### config.mk
export PLATFORM = sky130hd
export DESIGN_NAME = request_latch4
export DESIGN_NICKNAME = d
export VERILOG_FILES = /design/src/rtl/request_latch4.sv
export SDC_FILE = /design/constraint.sdc
export NUM_CORES = 1
export LEC_CHECK = 0
export CAP_MARGIN = 30
export CORE_UTILIZATION = 49
export CTS_CLUSTER_SIZE = 30
export DETAILED_ROUTE_END_ITERATION = 8
export GPL_ROUTABILITY_DRIVEN = 0
export GPL_TIMING_DRIVEN = 1
export PLACE_DENSITY = 0.66
export SLEW_MARGIN = 25
export SYNTH_ARGS = -nofsm -noshare
export SYNTH_HDL_FRONTEND = slang
export SYNTH_SLANG_ARGS = --single-unit
### constraint.sdc
create_clock -name CLK -period 4.8 [get_ports CLK]
set_clock_uncertainty 0.1 [all_clocks]
set_input_delay 0.96 -clock CLK [delete_from_list [all_inputs] [get_ports CLK]]
set_output_delay 0.96 -clock CLK [all_outputs]
set_load 0.02 [all_outputs]
### src/rtl/request_latch4.sv
// Request front end: per-channel synchroniser, lockout debounce and rising-edge
// detect feeding a sticky pending vector that the consumer clears by index.
module request_latch4 #(
  parameter  int WIDTH        = 4,
  parameter  int SYNC_STAGES  = 2,
  parameter  int LOCKOUT_BITS = 16,
  localparam int IDX_W        = (WIDTH > 1) ? $clog2(WIDTH) : 1
) (
  input  logic             CLK,
  input  logic             RESETN,
  input  logic [WIDTH-1:0] I,
  output logic [WIDTH-1:0] O,
  output logic             VALID,
  input  logic             ACK,
  input  logic [IDX_W-1:0] ACK_IDX,
  output logic             OVERRUN
);

  logic [WIDTH-1:0]        sync_q [SYNC_STAGES];
  logic [WIDTH-1:0]        hist_q;
  logic [LOCKOUT_BITS-1:0] cnt_q  [WIDTH];
  logic [WIDTH-1:0]        pend_q;
  logic                    valid_q;
  logic                    ovr_q;

  logic [WIDTH-1:0]        rise;
  logic [WIDTH-1:0]        acc;
  logic [WIDTH-1:0]        clr;
  logic [WIDTH-1:0]        pend_d;

  always_ff @(posedge CLK or negedge RESETN) begin
    if (!RESETN) begin
      for (int unsigned i = 0; i < SYNC_STAGES; i++) sync_q[i] <= '0;
      hist_q <= '0;
    end else begin
      sync_q[0] <= I;
      for (int unsigned i = 1; i < SYNC_STAGES; i++) sync_q[i] <= sync_q[i-1];
      hist_q <= sync_q[SYNC_STAGES-1];
    end
  end

  always_comb begin
    rise = sync_q[SYNC_STAGES-1] & ~hist_q;
    acc  = '0;
    clr  = '0;
    for (int unsigned k = 0; k < WIDTH; k++) begin
      acc[k] = rise[k] && (cnt_q[k] == '0);
      // ACK_IDX values >= WIDTH match no channel and so clear nothing
      clr[k] = ACK && (ACK_IDX == IDX_W'(k));
    end
    pend_d = acc | (pend_q & ~clr);
  end

  always_ff @(posedge CLK or negedge RESETN) begin
    if (!RESETN) begin
      for (int unsigned k = 0; k < WIDTH; k++) cnt_q[k] <= '0;
    end else begin
      for (int unsigned k = 0; k < WIDTH; k++) begin
        if (acc[k])
          cnt_q[k] <= '1;
        else if (cnt_q[k] != '0)
          cnt_q[k] <= cnt_q[k] - 1'b1;
      end
    end
  end

  always_ff @(posedge CLK or negedge RESETN) begin
    if (!RESETN) begin
      pend_q  <= '0;
      valid_q <= 1'b0;
      ovr_q   <= 1'b0;
    end else begin
      pend_q  <= pend_d;
      valid_q <= |pend_d;
      ovr_q   <= |(acc & pend_q & ~clr);
    end
  end

  assign O       = pend_q;
  assign VALID   = valid_q;
  assign OVERRUN = ovr_q;

endmodule

==> results of run 1 <==
==> cell type report <==
cell class	count	area share, %
well taps	102	2.918
flip-flops and latches	82	46.92
repair buffers	17	3.605
clock inverters	5	0.7153
clock buffers	10	3.147
multi-input cells	304	41.83
inverters	10	0.8584
==> cell usage in the layout (no fill, tap or decap), types with 4 or more instances in the layout <==
cell	count
a211oi_1	15
a21oi_1	36
a31oi_1	10
and3_1	7
clkbuf_8	10
clkdlybuf4s50_1	13
dfrtp_1	82
ha_1	8
inv_1	10
mux2i_1	4
nand2_1	27
nand3_1	13
nand4_1	6
nor2_1	35
nor2b_1	6
nor3_1	41
nor3b_1	5
nor4_1	15
o21ai_0	14
o31ai_1	6
or3_1	7
or4_1	5
==> logic make-up (layout without fill, tap and decap cells) <==
group	after synthesis	after routing	synth area share [%]
AO/OA/AOI/OAI	96	96	15.09
XOR/XNOR	2	2	0.4430
AND/OR/NAND/NOR	192	192	26.51
multiplexers	6	6	1.677
flip-flops	82	82	51.88
buffers and inverters	17	42	1.866
adder cells (fa/ha/maj)	8	8	2.531
==> routing by layer <==
metal  track usage, %  up-vias
met5                0        -
met2            28.73       44
met4            8.724        0
met3            3.234       10
li1                 -     1562
met1            30.10     1509
==> where the power goes <==
group	leakage, nW	switching (mW)	total (mW)	internal, mW
Combinational	0.707	0.235	0.438	0.203
Clock	0.0879	0.244	0.441	0.197
Sequential	0.978	0.197	1.06	0.859
==> worst register-to-register path, stage by stage (launching register included) <==
cell and delay (ps):
dfrtp_1 430, inv_1 100, ha_1 140, or3b_2 490
nor4_1 530, and2_1 430, nor3_1 100, a21oi_1 150
==> worst max-delay path by stage <==
stage / startpoint / to / slack, ps / cells past startpoint
floorplan: cnt_q[16] / cnt_q[19] / 2440 / 8
global placement: ACK / VALID / 2230 / 5
detailed placement: ACK_IDX[1] / VALID / 2150 / 5
CTS: cnt_q[16] / cnt_q[24] / 2290 / 7
global route: cnt_q[34] / cnt_q[47] / 2020 / 6
finish: cnt_q[16] / cnt_q[24] / 2260 / 7
==> registers in the layout, summed over array words and instances, names as in the netlist <==
name / count
VALID: 1
sync_q: 8
hist_q: 4
O: 4
OVERRUN: 1
cnt_q: 64
==> metrics by stage <==
step | util, % | instance area, sq um | power, mW | hold WS [ps]
final | 56.30 | 4373 | 1.936 | 249.7
after detailed placement | 54.06 | 4199 | 1.505 | 235.5
after CTS | 56.23 | 4368 | 1.948 | 253.5
after global routing | 56.30 | 4373 | 2.080 | 268.9
after floorplan | - | 3955 | 1.373 | 231.2
after global placement | 54.06 | 4199 | 1.485 | 232.8
==> results_dict.tcl, run 1 <==
set metrics [dict create \
    outcome "finished, final reports clean" \
    die_area_sq_um 8435 \
    htree_levels 3 \
    synth_area_leader_cell "dfrtp_1" \
    syn_to_final_growth_pct 10.57 \
    dr.pass1.iters 4 \
    ys_ff_latch 82 \
    finalSetupTns_ps 0 \
    r2r_cells 7 \
    layout-drive-gt1-share_pct 7.944 \
    synth_edf_count 0 \
    cts_buffer_depth 2 \
    overflow 0 \
    setup_slack_ps 2264 \
    ys_warn_count 0 \
    r2r_slack_ps 2260 \
    die_h_microns 91.84 \
    start_kind "flop" \
    wl_met1_microns 4087 \
    nets 441 \
    fin_cells 530 \
    antenna_found_initial 0 \
    root_buffer "clkbuf_8" \
    io_pins 15 \
    path_class "flop to flop" \
    worstMarginPinSlew_ps 788.1 \
    dieWidth_microns 91.84 \
    met2WireLength_microns 3349 \
    synth_cells 403 \
    max-slew-margin-rel_pct 46.97 \
    drcViolationCount 0 \
    ant_nets 0 \
    dpl.cell_count 514 \
    hp-class "flop to flop" \
    async_flop_share_pct 100.0 \
    synth_nets 420 \
    pre_cts_ws_ps 2147 \
    clk_latency_ps 350 \
    min_to "sync_q[2]" \
    crit_arrival_ps 2700 \
    syn_area_sq_um 3955 \
    ys_top_cells_by_count "82 x dfrtp_1, 41 x nor3_1, 36 x a21oi_1, 35 x nor2_1, 27 x nand2_1" \
    top_layer "met4" \
    synth_top_area_share_pct 51.88 \
    r2r_start "cnt_q[16]" \
    hold_viol 0 \
    fin_crit_sh_pct 52.84 \
    cts_num_sinks 82 \
    fillers 716 \
    vias_per_cell 5.896 \
    leakagePower_nw 1.772 \
    dr_total_vias 3125 \
    post-route-min-period_ps 2536 \
    synthDistinctLibCells 52 \
    reg2reg_to "cnt_q[24]" \
    finalSetupViolations 0 \
    crit_fanout 8 \
    max_freq_mhz 394.3 \
    diodes 0 \
    critical_path.top_delay_family "simple AND/OR/NAND/NOR gates" \
    numPortBuffers 14 \
    cpPeakStageDelay_ps 530 \
    critPathCaptureType "flop" \
    rsz0062_at_grt "no" \
    synth_area_per_cell_sq_um 9.814 \
    cp_cell_sequence "inv_1 > ha_1 > or3b_2 > nor4_1 > and2_1 > nor3_1 > a21oi_1" \
    ys.flop_type "dfrtp_1" \
    synth.area.top_cells "dfrtp_1 52%, nor3_1 5.2%, a21oi_1 4.6%" \
    rows 32 \
    path_buf_inv 1 \
    cts_tree "done" \
    cts-resized-gates 0 \
    ir_drop_mv 0.2375 \
    initial_core_util_pct 50.92 \
    hpwl_microns 5428 \
    clkTransAtPathRegs_ps 80 \
    grt_start_max_net_pins 48 \
    cp_slowest_cell "nor4_1" \
    grt_first_pass_wirelength_microns 13370 \
    powerDensity_nw_per_um2 442.8 \
    crit_required_ps 4960 \
    cts-hold-fix-buffers 0 \
    max_cap_violations 0 \
    min_from "sync_q[6]" \
    regArea_sq_um 2052 \
    track_usage_pct 20.11 \
    seq_area_frac_synth_pct 51.88 \
    cts_setup_buffers 0 \
    core_sq_um 7767 \
    numCtsBuffers 9 \
    routedWlPerCell_microns 14.66 \
    wirelength_microns 7768 \
    wl_met3_microns 195 \
    grt_pass1_vias 2820 \
    synth_most_common_cell "dfrtp_1" \
    multi_input_comb_area_sq_um 1829 \
    drt_iter0_drc 109 \
    whs_path_depth 0 \
    slew_violations 0 \
]
No activity file was read; power rests on OpenSTA's default activity.
==> run 2: changes to the inputs <==
--- a/config.mk
+++ b/config.mk
@@ -11,7 +11,7 @@
 export DETAILED_ROUTE_END_ITERATION = 8
 export GPL_ROUTABILITY_DRIVEN = 0
 export GPL_TIMING_DRIVEN = 1
-export PLACE_DENSITY = 0.66
+export PLACE_DENSITY = 0.69
 export SLEW_MARGIN = 25
 export SYNTH_ARGS = -nofsm -noshare
 export SYNTH_HDL_FRONTEND = slang
==> constraint.sdc (replaced) <==
create_clock -name CLK -period 2.1 [get_ports CLK]
set_clock_uncertainty 0.1 [all_clocks]
set_input_delay 0.42 -clock CLK [delete_from_list [all_inputs] [get_ports CLK]]
set_output_delay 0.42 -clock CLK [all_outputs]
set_load 0.02 [all_outputs]
==> run 2 against run 1 <==
Compared with the run above: the flow now finishes with violations (setup timing); routed wire length up 13%; combinational power rose to 3.7 times the previous value; largest cell class is now multi-input gates; sequential power up 120%; cell count up 12%; hold slack better by 6.9 ps; global-route usage up 1.6 points; core utilization up 10 points; die area unchanged; highest routed layer unchanged; first-iteration DRC count up 20%; cell area up 18%; count of clock-buffer cells in the layout up 2.
==> results_dict.tcl, run 2 (synthesized netlist as in run 1, its figures left out) <==
set metrics [dict create \
    outcome "finished, violations left" \
    violations "setup timing" \
    final_common_cell "dfrtp_1" \
    ant_nets 0 \
    grt_first_pass_wirelength_microns 14850 \
    rsz0062_at_grt "yes" \
    vias_per_cell 5.850 \
    critPathCaptureType "flop" \
    crit_fanout 4 \
    fin_util_pct 66.33 \
    root_buffer "clkbuf_8" \
    hp-class "flop to flop" \
    r2r_slack_ps -130 \
    dr.pass1.iters 5 \
    dieWidth_microns 91.84 \
    max-slew-margin-rel_pct 46.38 \
    multi_input_comb_area_sq_um 2056 \
    post-route-min-period_ps 2231 \
    hold_viol 0 \
    drcViolationCount 0 \
    slew_violations 0 \
    nets 505 \
    io_pins 15 \
    track_usage_pct 21.72 \
    worstMarginPinSlew_ps 802.7 \
    max_freq_mhz 448.2 \
    fin_cells 595 \
    routedWlPerCell_microns 14.79 \
    grt_pass1_vias 3314 \
    cts_buffer_depth 2 \
    htree_levels 3 \
    final_cell_mix "82 x dfrtp_1, 61 x buf_4, 34 x nor3_1" \
    leakagePower_nw 2.185 \
    max_cap_violations 0 \
    cts_num_sinks 82 \
    finalSetupViolations 19 \
    start_kind "flop" \
    crit_arrival_ps 2350 \
    reg_top3 "cnt_q (64), sync_q (8)" \
    top_register "cnt_q" \
    die_h_microns 91.84 \
    crit_required_ps 2210 \
    grt_start_max_net_pins 50 \
    numCtsBuffers 9 \
    layout-drive-gt1-share_pct 27.38 \
    wirelength_microns 8803 \
    fillers 615 \
    antenna_found_initial 0 \
    path_class "flop to flop" \
    regArea_sq_um 2052 \
    setup_slack_ps -131.3 \
    powerDensity_nw_per_um2 991.1 \
    cts_tree "done" \
    dpl.cell_count 569 \
    final_area_sq_um 5152 \
    clkTransAtPathRegs_ps 80 \
    clk_latency_ps 350 \
    initial_core_util_pct 50.92 \
    rows 32 \
    placed_cell_area_sq_um 4646 \
    overflow 0 \
    die_area_sq_um 8435 \
    ir_drop_mv 0.5127 \
    core_sq_um 7767 \
    largest_reg_flops 64 \
    syn_to_final_growth_pct 30.28 \
    fin_crit_sh_pct 106.3 \
    diodes 0 \
    drt_iter0_drc 131 \
    dr_total_vias 3481 \
    numPortBuffers 14 \
    hpwl_microns 6196 \
]
## run 2: repair_timing
item                                    CTS  global route
hold buffers                              1             0
buffers inserted                          4             5
pin swaps                                 7            12
endpoints found under the setup margin   23            46
endpoints found under the hold margin    14             0
resized for setup                         7            44
## run 2: cell type report
| type | count | area share [%] |
|---|---|---|
| clock buffer | 12 | 3.011 |
| clock inverter | 4 | 0.9713 |
| inverter | 10 | 0.7285 |
| multi-input combinational | 304 | 39.90 |
| sequential | 82 | 39.83 |
| tap | 102 | 2.477 |
| timing repair buffer | 81 | 13.09 |
## run 2: per-layer routing
layer,vias up,wire length [microns],GRT usage [%]
li1,1693,-,-
met1,1693,4075,28.89
met2,82,4339,36.63
met3,13,285,3.483
met4,0,103,6.380
met5,-,0,0
## run 2: worst max-delay path, stage by stage, from the launching register on
cell     delay (ps)
dfrtp_1         390
or4_4           580
or4_4           600
mux2_4          330
nor2_2           80
a21oi_1          40
## run 2: final timing paths
kind	end	depth (start not counted)	startpoint
max in group asynchronous	cnt_q[55]	3	RESETN
min in group asynchronous	cnt_q[43]	2	RESETN
min	sync_q[0]	0	sync_q[4]
min reg2reg	sync_q[0]	0	sync_q[4]
max reg2reg	cnt_q[19]	5	cnt_q[29]
max	cnt_q[19]	5	cnt_q[29]
## run 2: where the power goes
group | leakage (nW) | total [mW] | switching [mW] | internal [mW]
logic | 1.11 | 1.62 | 0.823 | 0.795
clock network | 0.0986 | 1.18 | 0.564 | 0.614
registers | 0.978 | 2.31 | 0.348 | 1.96
total | 2.19 | 5.11 | 1.74 | 3.37
## run 2: through the flow
stage	setup WS, ps	hold WS (ps)	TNS (ps)	power [mW]
finish	-131.3	256.7	-737.0	5.107
global route	-173.5	272.4	-2476	5.431
CTS	-101.5	260.2	-542.4	5.011
detailed placement	-89.46	196.0	-683.5	3.788
global placement	-37.23	191.6	-107.3	3.704
floorplan	-158.9	24.41	-342.7	3.151
==> run 3: changes to the inputs <==
--- a/config.mk
+++ b/config.mk
@@ -12,6 +12,7 @@
 export GPL_ROUTABILITY_DRIVEN = 0
 export GPL_TIMING_DRIVEN = 1
 export PLACE_DENSITY = 0.69
+export SETUP_SLACK_MARGIN = 0.4
 export SLEW_MARGIN = 25
 export SYNTH_ARGS = -nofsm -noshare
 export SYNTH_HDL_FRONTEND = slang
==> run 3 against run 2 <==
Compared with the run above: the flow still finishes with violations (setup timing); clock power rose by 6%; critical path depth stayed put; cell count grew 8.4%; global-route usage is 4.4 points higher; sequential power up 6%; power is 17% higher; die area unchanged; routed wire length rose by 36%; count of clock-buffer cells in the layout shrank 1; first-iteration DRC count is 45% higher; critical path type unchanged; critical endpoint unchanged.
==> results_dict.tcl, run 3 (synthesized netlist as in run 1, its figures left out) <==
set metrics [dict create \
    violations "setup timing" \
    syn_to_final_growth_pct 55.49 \
    final_area_sq_um 6150 \
    dpl.cell_count 559 \
    dr.pass1.iters 7 \
    path_class "flop to flop" \
    leakagePower_nw 2.569 \
    max_cap_violations 0 \
    rsz0062_at_grt "yes" \
    clkTransAtPathRegs_ps 90 \
    top_register "cnt_q" \
    initial_core_util_pct 50.92 \
    wirelength_microns 12010 \
    clk_latency_ps 360 \
    reg_top3 "cnt_q (64), sync_q (8)" \
    worstMarginPinSlew_ps 903.5 \
    clkPwrFrac_pct 20.9 \
    hp-class "flop to flop" \
    die_h_microns 91.84 \
    netSwitchingPower_mw 2.179 \
    diodes 0 \
    grt_start_max_net_pins 31 \
    pwr-share-comb_pct 38.1 \
    setup_slack_ps -117.5 \
    dr_total_vias 3944 \
    finalSetupTns_ps -772.8 \
    max_freq_mhz 451.0 \
    root_buffer "clkbuf_8" \
    r2r_cells 5 \
    htree_levels 3 \
    crit_required_ps 2220 \
    p_int_mw 3.809 \
    grt_pass1_vias 3700 \
    cp_slowest_cell "or4_4" \
    antenna_found_initial 0 \
    core_sq_um 7767 \
    vias_per_cell 6.115 \
    overflow 0 \
    io_pins 15 \
    cpMostUsedCell "or4_4" \
    hpwl_microns 6153 \
    rows 32 \
    dieWidth_microns 91.84 \
    nets 555 \
    crit_arrival_ps 2340 \
    largest_reg_flops 64 \
    fillers 440 \
    outcome "finished, violations left" \
    crit_fanout 4 \
    cts_buffer_depth 2 \
    fin_cells 645 \
    path_buf_inv 0 \
    whs_path_depth 0 \
    ir_drop_mv 0.7303 \
    cp.depth 5 \
    placed_cell_area_sq_um 4745 \
    numCtsBuffers 9 \
    grt_first_pass_wirelength_microns 17340 \
    cts_tree "done" \
    cp_cell_sequence "or4_4 > or4_4 > mux2_4 > nor2_4 > a21oi_1" \
    final_common_cell "buf_4" \
    fin_crit_sh_pct 105.6 \
    p_seq_share_pct 40.9 \
    post-route-min-period_ps 2217 \
    cts_num_sinks 82 \
    drcViolationCount 0 \
    sw_frac_of_total_pct 36.39 \
    numPortBuffers 14 \
    cpPeakStageDelay_ps 570 \
    critPathCaptureType "flop" \
    finalSetupViolations 18 \
    max-slew-margin-rel_pct 39.64 \
    track_usage_pct 26.11 \
    hold_viol 0 \
    start_kind "flop" \
    drt_iter0_drc 190 \
    die_area_sq_um 8435 \
    slew_violations 0 \
    routedWlPerCell_microns 18.62 \
    powerDensity_nw_per_um2 973.7 \
    r2r_slack_ps -120 \
    ant_nets 0 \
    layout-drive-gt1-share_pct 50.09 \
    final_cell_mix "99 x buf_4, 73 x dfrtp_1, 27 x nor2_1" \
    critical_path.top_delay_family "simple AND/OR/NAND/NOR gates" \
]
## run 3: changes by cell type in the layout (fill, tap and decap cells not counted), sizes merged
cell           delta
clkinvlp          -2
dlygate4sd2       +6
clkinv            +2
clkdlybuf4s50     -6
bufinv            +1
clkbuf            -1
buf              +50
## run 3: layout make-up
type	count	area [sq um]	share of cell area (%)
multi-input combinational	304	2611	42.46
timing repair buffer	131	1100	17.88
tap	102	127.6	2.075
inverter	10	37.54	0.6104
sequential	82	2063	33.55
clock buffer	11	131.4	2.136
clock inverter	5	78.83	1.282
## run 3: worst reg2reg max path, stage by stage (launching register included)
cell and delay (ps):
dfrtp_1 410, or4_4 560, or4_4 570, mux2_4 330, nor2_4 70, a21oi_1 40
## run 3: metal layers
layer	track usage, %	up-vias	part of all wire [%]
met1	32.99	1976	41
li1	-	1791	-
met2	44.59	138	51
met3	4.312	39	5.0
met4	10.55	0	2.9
met5	0	-	0
## run 3: repair_timing
item | in CTS | in global routing
buffers inserted | 40 | 28
pin swaps | 30 | 43
cloned | 1 | 0
endpoints found under the hold margin | 23 | 0
gates resized for setup | 84 | 82
setup endpoints to repair | 76 | 70
hold buffers | 1 | 0
## run 3: worst paths after layout
path                                start         to
worst max-delay path            cnt_q[26]  cnt_q[19]
worst min-delay path            sync_q[7]  sync_q[3]
worst max register to register  cnt_q[26]  cnt_q[19]
worst min register to register  sync_q[7]  sync_q[3]
max in group asynchronous          RESETN  cnt_q[18]
min in group asynchronous          RESETN  cnt_q[41]
## run 3: power by group through the flow
| stage | Combinational, mW | Clock (mW) | Sequential, mW |
|---|---|---|---|
| 6_report | 2.28 | 1.25 | 2.45 |
| 2_1_floorplan | 0.877 | 0 | 2.42 |
| 5_1_grt | 2.49 | 1.31 | 2.49 |
| 3_3_place_gp | 1.40 | 0 | 2.42 |
| 4_1_cts | 1.82 | 1.25 | 2.42 |
| 3_5_place_dp | 1.45 | 0 | 2.44 |
## run 3: metrics by stage
stage / hold WS [ps] / power, mW / setup slack, ps / util (%)
6_report: 252.6 / 5.988 / -117.5 / 79.17
2_1_floorplan: 24.41 / 3.295 / -158.9 / -
5_1_grt: 263.1 / 6.294 / -157.1 / 79.17
4_1_cts: 253.8 / 5.483 / -74.90 / 71.68
3_5_place_dp: 236.5 / 3.889 / -84.61 / 61.08
3_3_place_gp: 233.6 / 3.819 / -67.43 / 61.08
